===== src/rtl/echo_config_ctrl.sv =====
// Echo run-time configuration sequencer: enable/attenuation ramping,
// delay-mode stepping with fade-out, delay-line zero sweep and fade-in.
module echo_config_ctrl #(
    parameter int ADDR_BITS    = 15,
    parameter int FADE_SAMPLES = 48,
    parameter int MUTE_SHIFT   = 7,
    parameter int DELAY0       = 2400,
    parameter int DELAY1       = 4800,
    parameter int DELAY2       = 9600,
    parameter int DELAY3       = 14400
) (
    input  logic                 clk,
    input  logic                 reset_n,
    input  logic                 step,
    input  logic                 sw_enable,
    input  logic                 sw_atten,
    input  logic                 new_sample_ready,
    output logic [ADDR_BITS-1:0] delay_samples,
    output logic [2:0]           atten_shift,
    output logic                 echo_enable,
    output logic                 clr_we,
    output logic [ADDR_BITS-1:0] clr_addr,
    output logic [1:0]           delay_mode,
    output logic                 busy
);

    localparam int CW = (FADE_SAMPLES > 1) ? $clog2(FADE_SAMPLES) : 1;
    localparam logic [CW-1:0]        CNT_MAX  = CW'(FADE_SAMPLES - 1);
    localparam logic [2:0]           MUTE     = 3'(MUTE_SHIFT);
    localparam logic [ADDR_BITS-1:0] ADDR_MAX = {ADDR_BITS{1'b1}};

    typedef enum logic [1:0] {
        IDLE,
        FADE_OUT,
        CLEAR
    } state_t;

    state_t                 r_state;
    logic [CW-1:0]          r_cnt;
    logic                   r_pend;
    logic [ADDR_BITS-1:0]   r_delay;
    logic [2:0]             r_atten;
    logic                   r_en;
    logic                   r_we;
    logic [ADDR_BITS-1:0]   r_addr;
    logic [1:0]             r_mode;
    logic                   r_busy;

    logic                   w_tick;
    logic [2:0]             w_target;
    logic [2:0]             w_ramp;
    logic [2:0]             w_up;
    logic [1:0]             w_mode_nx;

    function automatic logic [ADDR_BITS-1:0] f_delay(input logic [1:0] m);
        logic [ADDR_BITS-1:0] d;
        case (m)
            2'd0:    d = ADDR_BITS'(DELAY0);
            2'd1:    d = ADDR_BITS'(DELAY1);
            2'd2:    d = ADDR_BITS'(DELAY2);
            default: d = ADDR_BITS'(DELAY3);
        endcase
        return d;
    endfunction

    assign w_tick    = new_sample_ready && (r_cnt == CNT_MAX);
    assign w_target  = sw_enable ? (sw_atten ? 3'd2 : 3'd1) : MUTE;
    assign w_ramp    = (r_atten < w_target) ? r_atten + 3'd1 : r_atten - 3'd1;
    assign w_up      = r_atten + 3'd1;
    assign w_mode_nx = r_mode + 2'd1;

    // Controller FSM: owns every output register and the fade counter.
    always_ff @(posedge clk or negedge reset_n) begin
        if (!reset_n) begin
            r_state <= CLEAR;
            r_cnt   <= '0;
            r_pend  <= 1'b0;
            r_delay <= ADDR_BITS'(DELAY0);
            r_atten <= MUTE;
            r_en    <= 1'b0;
            r_we    <= 1'b0;
            r_addr  <= '0;
            r_mode  <= 2'd0;
            r_busy  <= 1'b1;
        end else begin
            case (r_state)
                IDLE: begin
                    if (r_pend || step) begin
                        r_state <= FADE_OUT;
                        r_busy  <= 1'b1;
                        r_cnt   <= '0;
                        r_pend  <= 1'b1;
                    end else begin
                        if (new_sample_ready)
                            r_cnt <= w_tick ? '0 : r_cnt + 1'b1;
                        if (w_tick && (r_atten != w_target)) begin
                            r_atten <= w_ramp;
                            r_en    <= (w_ramp != MUTE);
                        end
                    end
                end
                FADE_OUT: begin
                    r_pend <= r_pend | step;
                    if (r_atten == MUTE) begin
                        r_state <= CLEAR;
                        r_cnt   <= '0;
                        r_we    <= 1'b1;
                        r_addr  <= '0;
                    end else begin
                        if (new_sample_ready)
                            r_cnt <= w_tick ? '0 : r_cnt + 1'b1;
                        if (w_tick) begin
                            r_atten <= w_up;
                            r_en    <= (w_up != MUTE);
                        end
                    end
                end
                CLEAR: begin
                    r_cnt <= '0;
                    r_we  <= 1'b1;
                    if (r_we && (r_addr == ADDR_MAX)) begin
                        r_state <= IDLE;
                        r_busy  <= 1'b0;
                        r_we    <= 1'b0;
                        r_addr  <= '0;
                        r_pend  <= step;
                        if (r_pend) begin
                            r_mode  <= w_mode_nx;
                            r_delay <= f_delay(w_mode_nx);
                        end
                    end else begin
                        r_pend <= r_pend | step;
                        if (r_we)
                            r_addr <= r_addr + 1'b1;
                    end
                end
                default: begin
                    r_state <= CLEAR;
                    r_busy  <= 1'b1;
                    r_we    <= 1'b0;
                    r_addr  <= '0;
                end
            endcase
        end
    end

    assign delay_samples = r_delay;
    assign atten_shift   = r_atten;
    assign echo_enable   = r_en;
    assign clr_we        = r_we;
    assign clr_addr      = r_addr;
    assign delay_mode    = r_mode;
    assign busy          = r_busy;

endmodule


===== config.mk =====
export PLATFORM = sky130hd
export DESIGN_NAME = echo_config_ctrl
export DESIGN_NICKNAME = d
export VERILOG_FILES = /design/src/rtl/echo_config_ctrl.sv
export SDC_FILE = /design/constraint.sdc
export NUM_CORES = 1
export LEC_CHECK = 0
export CAP_MARGIN = 20
export CORE_MARGIN = 2
export CORE_UTILIZATION = 30
export DETAILED_ROUTE_END_ITERATION = 8
export GPL_TIMING_DRIVEN = 0
export SKIP_LAST_GASP = 1
export SYNTH_ARGS = -nofsm -noshare
export SYNTH_HDL_FRONTEND = slang
export SYNTH_SLANG_ARGS = --single-unit

===== constraint.sdc =====
create_clock -name clk -period 3.6 [get_ports clk]
set_input_delay 0.72 -clock clk [delete_from_list [all_inputs] [get_ports clk]]
set_output_delay 0.72 -clock clk [all_outputs]
set_load 0.03 [all_outputs]

==> out/metrics.yaml <==
stdcell_area_um2: 3015
netlist_area_um2: 2391
rows: 32
critical_path_class: "flip-flop to flip-flop"
start_util: 0.3094
die_height_um: 93.28
antenna_found_initial: 0
max_stage_delay_ns: 0.56
cp-startpoint: "r_state[1]$_DFFE_PN1P_"
post-route-period-util: 0.6678
finalHoldViolCount: 0
synth_flop_cell: "dfrtp_1"
clock_latency_ns: 0.30
cts_max_level: 2
yosysTopAreaCell: "dfrtp_1"
final_util: 0.3902
critPathMaxFanout: 9
yosys-top-cells-area: "dfrtp_1 (32%), dfstp_2 (9.9%), ha_1 (8.9%), mux2_2 (3.3%), mux2i_1 (2.9%)"
grt_max_degree: 29
critPathSlowestCell: "dfstp_2"
drc_errors: 0
holdWs_ns: 0.3108
synth_cell_types: 54
crit-reg2reg-launch: "r_state[1]$_DFFE_PN1P_"
clk_pin_slew_worst_paths_ns: 0.08
num-fill-cells: 766
finalMaxSlewViolations: 0
p_leak_nw: 1.305
synth_edf_count: 0
cts_resized: 0
tritoncts: "built"
place.gp.congestion: 0.7756
period_needed_ns: 2.404
grtUsageTotal: 0.1250
critPathRequiredTime_ns: 3.83
final_nets: 309
status: "complete, no violations"
hold_path.class: "input port to asynchronous set/reset pin"
synth_seq_area_share: 0.4233
fmax_mhz: 416.0
io_buffers: 37
first_pass_iters: 4
grt-ovfl-total: 0
wl_mm: 4.889
worstMarginPinSlew_ns: 0.6903
ir_drop_mv: 0.1106
post-cts-setup-buffer-count: 0
start_kind: "flip-flop"
dieArea_um2: 8700
area_delta_synth_final_pct: 26.11
drtIter0Drc: 66
synth.top_cells.by_count: "dfrtp_1 (31), nor2_1 (18), ha_1 (17)"
place_hpwl_mm: 3.588
async_flop_share: 1.000
synthCells: 236
multi_input_area_um2: 1247
crit_chain: "inv_1 > ha_1 > buf_6 > nor2b_4 > or4_1 > buf_2 > or4_1 > a21oi_1"
rsz0062_at_grt: "false"
crit_path_end_kind: "flip-flop"
slew_headroom: 0.5363
antenna_cells: 0
wl_per_cell_um: 12.57
io_pins: 44
powerDensity_nw_per_um2: 267.0
clockBufferDepth: 2
clock_skew_ns: 0.008493
yosys_warnings: 0
coreArea_um2: 7727
vias_per_cell: 4.712
antenna_left: 0
cp.arrival_ns: 2.63
clockRootBuffer: "clkbuf_8"
setup_viol: 0
finalSetupTns_ns: 0
drv_cap: 0
first_global_vias: 1718
regArea_um2: 1012
cpMostUsedCell: "or4_1"
cts_hold_buf: 0
clkSinkCount: 40
numCtsBuffers: 5
fp.dieW_um: 93.28
synth_top_area_share: 0.3244
ys_seq_elements: 40
dpl_cell_area_um2: 2923
worst_slack_ns: 1.196
drive_gt1_frac: 0.1638
grt_pass1_wl_mm: 8.535
pre_cts_ws_ns: 0.9844
yosysMostFrequentCell: "dfrtp_1"
synth_area_per_cell_um2: 10.13
vias: 1833
through the flow:
| step | total power [mW] | cells |
|---|---|---|
| final | 0.8051 | 389 |
| after global routing | 0.8469 | 389 |
| after CTS | 0.8174 | 389 |
| after detailed placement | 0.4980 | 381 |
| after global placement | 0.4956 | 380 |
| after floorplan | 0.4786 | 241 |
power by group:
group	internal, mW	switching [mW]	total, mW
combinational	0.0152	0.0241	0.0393
sequential	0.449	0	0.449
clock	0.153	0.163	0.316
cells by family after synthesis:
group	synth area share
AOI/OAI and AO/OA	0.1256
DFF	0.4233
and+or+nand+nor	0.1941
adders and majority gates	0.08896
muxes	0.06698
buffers and inverters	0.06279
other	0.001568
xor gates and xnor gates	0.03663
critical path, delay by kind of cell, from the launching register on:
| kind | cells | cell delay, ns |
|---|---|---|
| AO/OA/AOI/OAI | 1 | 0.16 |
| buffers and inverters | 3 | 0.37 |
| AND/OR/NAND/NOR | 3 | 1.05 |
| adder cells (fa/ha/maj) | 1 | 0.19 |
| flip-flops | 1 | 0.56 |
state kept, by name (all words and copies together) (netlist names):
name and flops:
atten_shift 3, busy 1, clr_addr 15, clr_we 1, delay_mode 1, delay_samples 9, echo_enable 1, r_cnt 6
r_pend 1, r_state 2
layout by cell type, fill, tap and decap left out, types with 2 or more instances in the layout:
cell             synthesis  routed
or3_1                    5       5
a2bb2oi_1                2       2
a21o_1                   2       2
o21a_1                   2       2
nor2_1                  18      18
nand4_1                  4       4
dfrtp_1                 31      31
nor3_1                   7       7
mux2i_1                  7       7
inv_1                   13      13
nand2_1                 15      15
nor4_1                   3       3
and2_1                   3       3
mux2_2                   7       7
clkinv_2                 0       2
a22o_1                   2       2
conb_1                   1       6
o31ai_1                  4       4
dfstp_2                  9       9
or4_1                    4       4
clkdlybuf4s50_1          0      36
buf_2                    3       4
nor2b_1                  2       2
o21ai_0                  9       9
buf_4                    9       9
xnor2_1                  4       4
nand4b_1                 2       2
a21oi_1                  9       9
nor2b_4                  2       2
ha_1                    17      17
clkbuf_1                 2       2
nand3_1                  5       5
and3_1                   3       3
xor2_1                   6       6
nand2b_1                 3       3
clkbuf_8                 0       6
worst paths after layout:
path / endpoint / slack, ns / depth (start not counted)
worst max-delay path: clr_addr[13]$_DFFE_PN0P_ / 1.20 / 8
worst min-delay path: clr_addr[7]$_DFFE_PN0P_ / 0.31 / 1
worst max register to register: clr_addr[13]$_DFFE_PN0P_ / 1.20 / 8
worst min register to register: delay_samples[6]$_DFFE_PN1P_ / 0.47 / 2
max in group asynchronous: atten_shift[1]$_DFFE_PN1P_ / 2.74 / 2
min in group clk: delay_samples[6]$_DFFE_PN1P_ / 0.47 / 2
routing by layer:
metal / part of all wire / track usage / routed length (µm)
met1: 0.49 / 0.1762 / 2417
met2: 0.45 / 0.1793 / 2178
met3: 0.043 / 0.02820 / 208
met4: 0.017 / 0.06250 / 84
met5: 0 / 0 / 0
final cells by class:
cell class,count,share of cell area
clock buffers,6,0.02739
inverters,13,0.01618
flip-flops and latches,40,0.3357
plain buffers,15,0.03361
well taps,102,0.04232
clock inverters,2,0.003320
repair buffers,38,0.1278
multi-input cells,173,0.4137
Power figures use the tool's default switching activity.
